==> config.mk <==
export PLATFORM = sky130hd
export DESIGN_NAME = fir_driver
export DESIGN_NICKNAME = d
export VERILOG_FILES = /design/src/rtl/fir_pkg.sv /design/src/rtl/sample_fifo.sv /design/src/rtl/fir_driver.sv
export SDC_FILE = /design/constraint.sdc
export NUM_CORES = 1
export LEC_CHECK = 0
export BUFFER_PORTS_ARGS = -buffer_cell sky130_fd_sc_hd__buf_2
export CORE_ASPECT_RATIO = 1.2
export CORE_MARGIN = 3
export CORE_UTILIZATION = 40
export CTS_BUF_LIST = sky130_fd_sc_hd__clkbuf_16
export DETAILED_ROUTE_END_ITERATION = 10
export GPL_ROUTABILITY_DRIVEN = 1
export GPL_TIMING_DRIVEN = 0
export PLACE_DENSITY = 0.65
export REMOVE_ABC_BUFFERS = 1
export SETUP_SLACK_MARGIN = 0.4
export SLEW_MARGIN = 20
export SYNTH_ARGS = -nofsm -noshare
export SYNTH_HDL_FRONTEND = slang
export SYNTH_SLANG_ARGS = --single-unit
==> constraint.sdc <==
create_clock -name ck -period 2.6 [get_ports ck]
set_input_delay 0.52 -clock ck [delete_from_list [all_inputs] [get_ports ck]]
set_output_delay 0.52 -clock ck [all_outputs]
set_load 0.005 [all_outputs]
==> src/rtl/fir_pkg.sv <==
// Shared types and constants for the FIR stream driver and its FIFO.
package fir_pkg;

  typedef logic signed [15:0] sample_t;

  typedef enum logic [1:0] {
    IDLE,
    ISSUE,
    WAIT,
    CAPTURE
  } driver_state_t;

  // Cycles from the FIR input_ready pulse to its output_ready pulse.
  localparam int FIR_LATENCY = 18;

endpackage

==> src/rtl/sample_fifo.sv <==
// Small synchronous FIFO, zero-latency head (pop_data shows the oldest entry).
// Pushes while full and pops while empty are ignored; full/empty come from a registered count.
module sample_fifo #(
  parameter int WIDTH = 16,
  parameter int DEPTH = 4
) (
  input  logic             ck,
  input  logic             rst_n,
  input  logic             push,
  input  logic [WIDTH-1:0] push_data,
  input  logic             pop,
  output logic [WIDTH-1:0] pop_data,
  output logic             full,
  output logic             empty
);

  localparam int AW    = (DEPTH > 1) ? $clog2(DEPTH) : 1;
  localparam int CNT_W = AW + 1;

  logic [WIDTH-1:0] r_mem [DEPTH];
  logic [AW-1:0]    r_wr_ptr;
  logic [AW-1:0]    r_rd_ptr;
  logic [CNT_W-1:0] r_count;
  logic             w_push;
  logic             w_pop;

  assign full     = (r_count == CNT_W'(DEPTH));
  assign empty    = (r_count == '0);
  assign w_push   = push && !full;
  assign w_pop    = pop && !empty;
  assign pop_data = r_mem[r_rd_ptr];

  always_ff @(posedge ck) begin
    if (w_push) begin
      r_mem[r_wr_ptr] <= push_data;
    end
  end

  // DEPTH is a power of two, so the pointers wrap by plain overflow.
  always_ff @(posedge ck or negedge rst_n) begin
    if (!rst_n) begin
      r_wr_ptr <= '0;
      r_rd_ptr <= '0;
      r_count  <= '0;
    end else begin
      if (w_push) begin
        r_wr_ptr <= r_wr_ptr + AW'(1);
      end
      if (w_pop) begin
        r_rd_ptr <= r_rd_ptr + AW'(1);
      end
      case ({w_push, w_pop})
        2'b10:   r_count <= r_count + CNT_W'(1);
        2'b01:   r_count <= r_count - CNT_W'(1);
        default: r_count <= r_count;
      endcase
    end
  end

endmodule

==> src/rtl/fir_driver.sv <==
// Paces buffered samples into the FIR pulse protocol and returns results on valid/ready.
// Head sample to m_valid is 21 cycles; m_ready low stalls the result in CAPTURE, then the FIFO fills and s_ready drops.
module fir_driver
  import fir_pkg::*;
#(
  parameter int WIDTH   = 16,
  parameter int DEPTH   = 4,
  parameter int TIMEOUT = 31
) (
  input  logic             ck,
  input  logic             rst_n,
  input  logic [WIDTH-1:0] s_data,
  input  logic             s_valid,
  output logic             s_ready,
  output logic [WIDTH-1:0] fir_in,
  output logic             fir_input_ready,
  input  logic [WIDTH-1:0] fir_out,
  input  logic             fir_output_ready,
  output logic [WIDTH-1:0] m_data,
  output logic             m_valid,
  input  logic             m_ready,
  output logic             busy,
  output logic             timeout_err,
  input  logic             clear_err
);

  localparam int CW = $clog2(TIMEOUT + 1);

  driver_state_t    r_state;
  logic [CW-1:0]    r_cnt;
  logic [WIDTH-1:0] r_fir_in;
  logic             r_input_ready;
  logic [WIDTH-1:0] r_m_data;
  logic             r_m_valid;
  logic             r_timeout_err;

  logic [WIDTH-1:0] w_fifo_head;
  logic             w_fifo_full;
  logic             w_fifo_empty;
  logic             w_push;
  logic             w_pop;

  assign s_ready = !w_fifo_full;
  assign w_push  = s_valid && s_ready;
  assign w_pop   = (r_state == IDLE) && !w_fifo_empty;

  sample_fifo #(
    .WIDTH (WIDTH),
    .DEPTH (DEPTH)
  ) u_fifo (
    .ck        (ck),
    .rst_n     (rst_n),
    .push      (w_push),
    .push_data (s_data),
    .pop       (w_pop),
    .pop_data  (w_fifo_head),
    .full      (w_fifo_full),
    .empty     (w_fifo_empty)
  );

  always_ff @(posedge ck or negedge rst_n) begin
    if (!rst_n) begin
      r_state       <= IDLE;
      r_cnt         <= '0;
      r_fir_in      <= '0;
      r_input_ready <= 1'b0;
      r_m_data      <= '0;
      r_m_valid     <= 1'b0;
      r_timeout_err <= 1'b0;
    end else begin
      r_input_ready <= 1'b0;
      if (clear_err) begin
        r_timeout_err <= 1'b0;
      end
      if (m_ready) begin
        r_m_valid <= 1'b0;
      end
      // Later assignments below override the clears above: set/reload wins.
      case (r_state)
        IDLE: begin
          if (!w_fifo_empty) begin
            r_fir_in      <= w_fifo_head;
            r_input_ready <= 1'b1;
            r_state       <= ISSUE;
          end
        end
        ISSUE: begin
          r_cnt   <= '0;
          r_state <= WAIT;
        end
        WAIT: begin
          if (fir_output_ready) begin
            r_state <= CAPTURE;
          end else if (r_cnt == CW'(TIMEOUT)) begin
            r_timeout_err <= 1'b1;
            r_state       <= IDLE;
          end else begin
            r_cnt <= r_cnt + CW'(1);
          end
        end
        CAPTURE: begin
          // No new issue can start from here, so fir_out stays put while stalled.
          if (!r_m_valid || m_ready) begin
            r_m_data  <= fir_out;
            r_m_valid <= 1'b1;
            r_state   <= IDLE;
          end
        end
        default: r_state <= IDLE;
      endcase
    end
  end

  assign fir_in          = r_fir_in;
  assign fir_input_ready = r_input_ready;
  assign m_data          = r_m_data;
  assign m_valid         = r_m_valid;
  assign busy            = (r_state != IDLE);
  assign timeout_err     = r_timeout_err;

endmodule

==> run summary <==
==================================================================================================
Nets                                                                                           383
DRC violations left                                                                              0
Required @ worst endpoint                                                                  2.91 ns
Async set-or-reset flop fraction in the synthesized netlist                                  0.434
Gr usage total                                                                               0.132
Leading register cell type out of synthesis                                               edfxtp_1
TritonCTS clock tree                                                                         built
Vias in the first global route                                                                2347
Setup TNS                                                                                     0 ns
Max Freq                                                                                   484 MHz
Most frequent cells in the layout                                                     buf_2 (73), edfxtp_1 (64), dfrtp_1 (48)
CP Data Arrival Time                                                                       2.38 ns
DP Cell Count                                                                                  438
Number of port buffers                                                                          74
Leading cell types by total area after synthesis                                      edfxtp_1 (43%), dfrtp_1 (27%), mux2_2 (6.0%), mux4_1 (4.7%), mux4_2 (4.0%)
Die extent in y                                                                             122 µm
Count of flip-flops with a built-in enable after synthesis                                      64
Unrepaired setup endpoints after global routing                                              false
Type of element capturing the critical path                                                   flop
Average footprint of a synthesized cell                                                   18.7 µm²
Final setup margin                                                                        0.535 ns
Setup violation total in the final timing report                                                 0
Area fraction of the dominant cell type after synthesis                                      0.425
Clock sinks                                                                                    113
Remaining number of nets flagged by the antenna check after routing                              0
Tmin final                                                                                 2.06 ns
Outcome                                                                                  completed
Total power per unit cell area                                                         1260 nW/µm²
Number of distinct library cells after synthesis                                                41
Relative max-transition margin                                                               0.380
WL final                                                                                   7.89 mm
Worst setup skew after layout                                                            0.0102 ns
Pin count of the biggest net entering global routing                                            50
Area of the mapped netlist                                                                4520 µm²
Kind of launch point of the worst setup path                                                  flop
Area inside the core boundary                                                            10800 µm²
Hold Path Class                                                                       input pin to async pin
Finished Core Util                                                                           0.526
Wire per inst                                                                              16.5 µm
Pre-CTS setup slack                                                                       0.174 ns
CP Cell Sequence                                                                      or3b_4 -> and2_4 -> inv_1 -> ha_2 -> inv_1 -> fa_2 -> xor2_1 -> nor2_1 -> xor2_1
Sequential-to-total area share from yosys stat                                               0.697
Total congestion overflow                                                                        0
DP Area                                                                                   5000 µm²
Crit path max fanout                                                                             3
Finished layout cell area                                                                 5670 µm²
Number of pins exceeding their max-slew limit in the final report                                0
Routed length on met1                                                                      3.52 mm
Fin crit share                                                                               0.794
Library cell contributing the largest single delay on the critical path                     or3b_4
Setup Crit Path Kind                                                                  flop to flop
# diodes                                                                                         0
Post-Syn Instances                                                                             242
Share of power burned in the clock network                                                   0.320
Leakage                                                                                    2.33 nW
Cts hold-fix bufs                                                                                0
Initial DRT Pass Iterations                                                                      4
Delay of the slowest cell on the worst path                                                0.42 ns
Final number of hold-violating endpoints                                                         0
Clock transition time at the flip-flop clock pins of the worst setup and hold paths        0.05 ns
Non-filler instance count after layout                                                         479
Post-synthesis cell type with the largest combined area                                   edfxtp_1
Routed vias                                                                                   2390
Highest Signal Layer                                                                          met4
Initial core utilization                                                                     0.419
Switching share of power                                                                     0.278
Worst Hold Slack                                                                          0.149 ns
Flip-flop and latch count after synthesis                                                      113
Hpwl dp                                                                                    4.93 mm
Clock Latency Late Sink                                                                    0.40 ns
Overall die area                                                                         12600 µm²
Routed met2 length                                                                         3.84 mm
Combinational Power Share                                                                    0.268
Overall power consumption                                                                  7.14 mW
Clk Tree Root Cell                                                                       clkbuf_16
Antenna violations before repair                                                                 0
H-tree depth                                                                                     4
Number of violations of the max-capacitance limit                                                0
Routability congestion estimate from global placement                                        0.624
Longest Clk Path Bufs                                                                            2
Flop pwr share                                                                               0.411
Number of synthesis warnings                                                                     0
Wire length of the first global-routing pass                                               12.2 mm
Most common cell after layout, fill and taps aside                                           buf_2
Count of boundary I/O pins                                                                      75
Number of DRC markers after the initial detailed-route iteration                                96
Pint                                                                                       5.15 mW
Vias per inst                                                                                 4.99
Total length of routed met3 wires                                                           461 µm
Signed area change from the synthesized netlist to the final layout                          25.5%
Number of clock buffers inserted by TritonCTS                                                   17
Switching power of the nets                                                                1.98 mW
Ratio of cells with drive above 1 in the final layout                                        0.466
Fillcell total                                                                                 879
Die Span X                                                                                  103 µm
Measured slew at the worst slew-check pin                                                 0.931 ns
VDD IR max                                                                                  488 µV
Number of placement rows                                                                        41
==================================================================================================
-- cell families (layout without fill, tap and decap cells) --
| logic type | after synthesis | in the layout | share of synthesized area |
|---|---|---|---|
| AO/OA/AOI/OAI | 12 | 12 | 0.0166 |
| XOR/XNOR | 6 | 6 | 0.0116 |
| adder cells (fa/ha/maj) | 8 | 8 | 0.0238 |
| buffers and inverters | 16 | 124 | 0.0216 |
| flip-flops | 113 | 113 | 0.697 |
| multiplexers | 52 | 52 | 0.182 |
| AND/OR/NAND/NOR | 35 | 35 | 0.0471 |
-- power by group through the flow --
stage / clock network (mW) / registers (mW) / logic, mW
6_report: 2.29 / 2.94 / 1.91
5_1_grt: 2.43 / 3.01 / 2.11
4_1_cts: 2.33 / 2.95 / 1.88
3_5_place_dp: 0 / 2.98 / 1.84
3_3_place_gp: 0 / 2.95 / 1.77
2_1_floorplan: 0 / 2.89 / 1.21
-- repair_timing --
item | in CTS | in global routing
pin swaps | 1 | 4
resized for setup | 1 | 2
endpoints found under the setup margin | 2 | 1
setup buffers | 2 | 7
-- worst max-delay path: cells and delay by family, from the launching register on --
kind	cells	cell delay, ns
buf+inv	2	0.10
fa+ha+maj	2	0.50
xor+xnor	2	0.29
flops	1	0.39
simple gates	3	0.70
-- state kept, by name, summed over array words and instances (netlist names) --
register / cells
fir_input_ready: 1
u_fifo.r_mem: 64
m_data: 16
fir_in: 16
u_fifo.r_rd_ptr: 2
u_fifo.r_count: 3
m_valid: 1
timeout_err: 1
r_cnt: 5
r_state: 2
u_fifo.r_wr_ptr: 2
-- worst paths after layout --
check,start,endpoint,slack [ns],cells past startpoint
worst max register to register,u_fifo.r_count[0]$_DFFE_PN0P_,u_fifo.r_count[2]$_DFFE_PN0P_,0.54,9
min in group ck,clear_err,timeout_err$_DFF_PN0_,0.30,2
worst min register to register,m_data[10]$_DFFE_PN0P_,m_data[10]$_DFFE_PN0P_,0.48,1
worst min-delay path,rst_n,r_cnt[0]$_DFFE_PN0P_,0.15,1
max in group asynchronous,rst_n,u_fifo.r_rd_ptr[0]$_DFFE_PN0P_,2.01,1
worst max-delay path,u_fifo.r_count[0]$_DFFE_PN0P_,u_fifo.r_count[2]$_DFFE_PN0P_,0.54,9
-- area by class of cell --
cell class	count	area, µm²	area share
flip-flops and latches	113	3150	0.556
multi-input cells	113	1280	0.226
repair buffers	84	455	0.0804
clock buffers	17	425	0.0751
clock inverters	15	168	0.0296
well taps	129	161	0.0285
inverters	8	30.0	0.00530
-- synthesized netlist by cell type, types with 4 or more instances --
cell type / count
and3_1: 5
dfrtp_1: 49
edfxtp_1: 64
ha_1: 7
inv_1: 8
mux2_2: 24
mux2_4: 8
mux4_1: 8
mux4_2: 8
nand2_1: 7
nor2_1: 4
o21ai_0: 4
-- metal layers --
layer	vias up	GRT usage
li1	1134	-
met1	1183	0.171
met2	63	0.201
met3	10	0.0449
met4	0	0.0559
met5	-	0
Power figures use the tool's default switching activity.
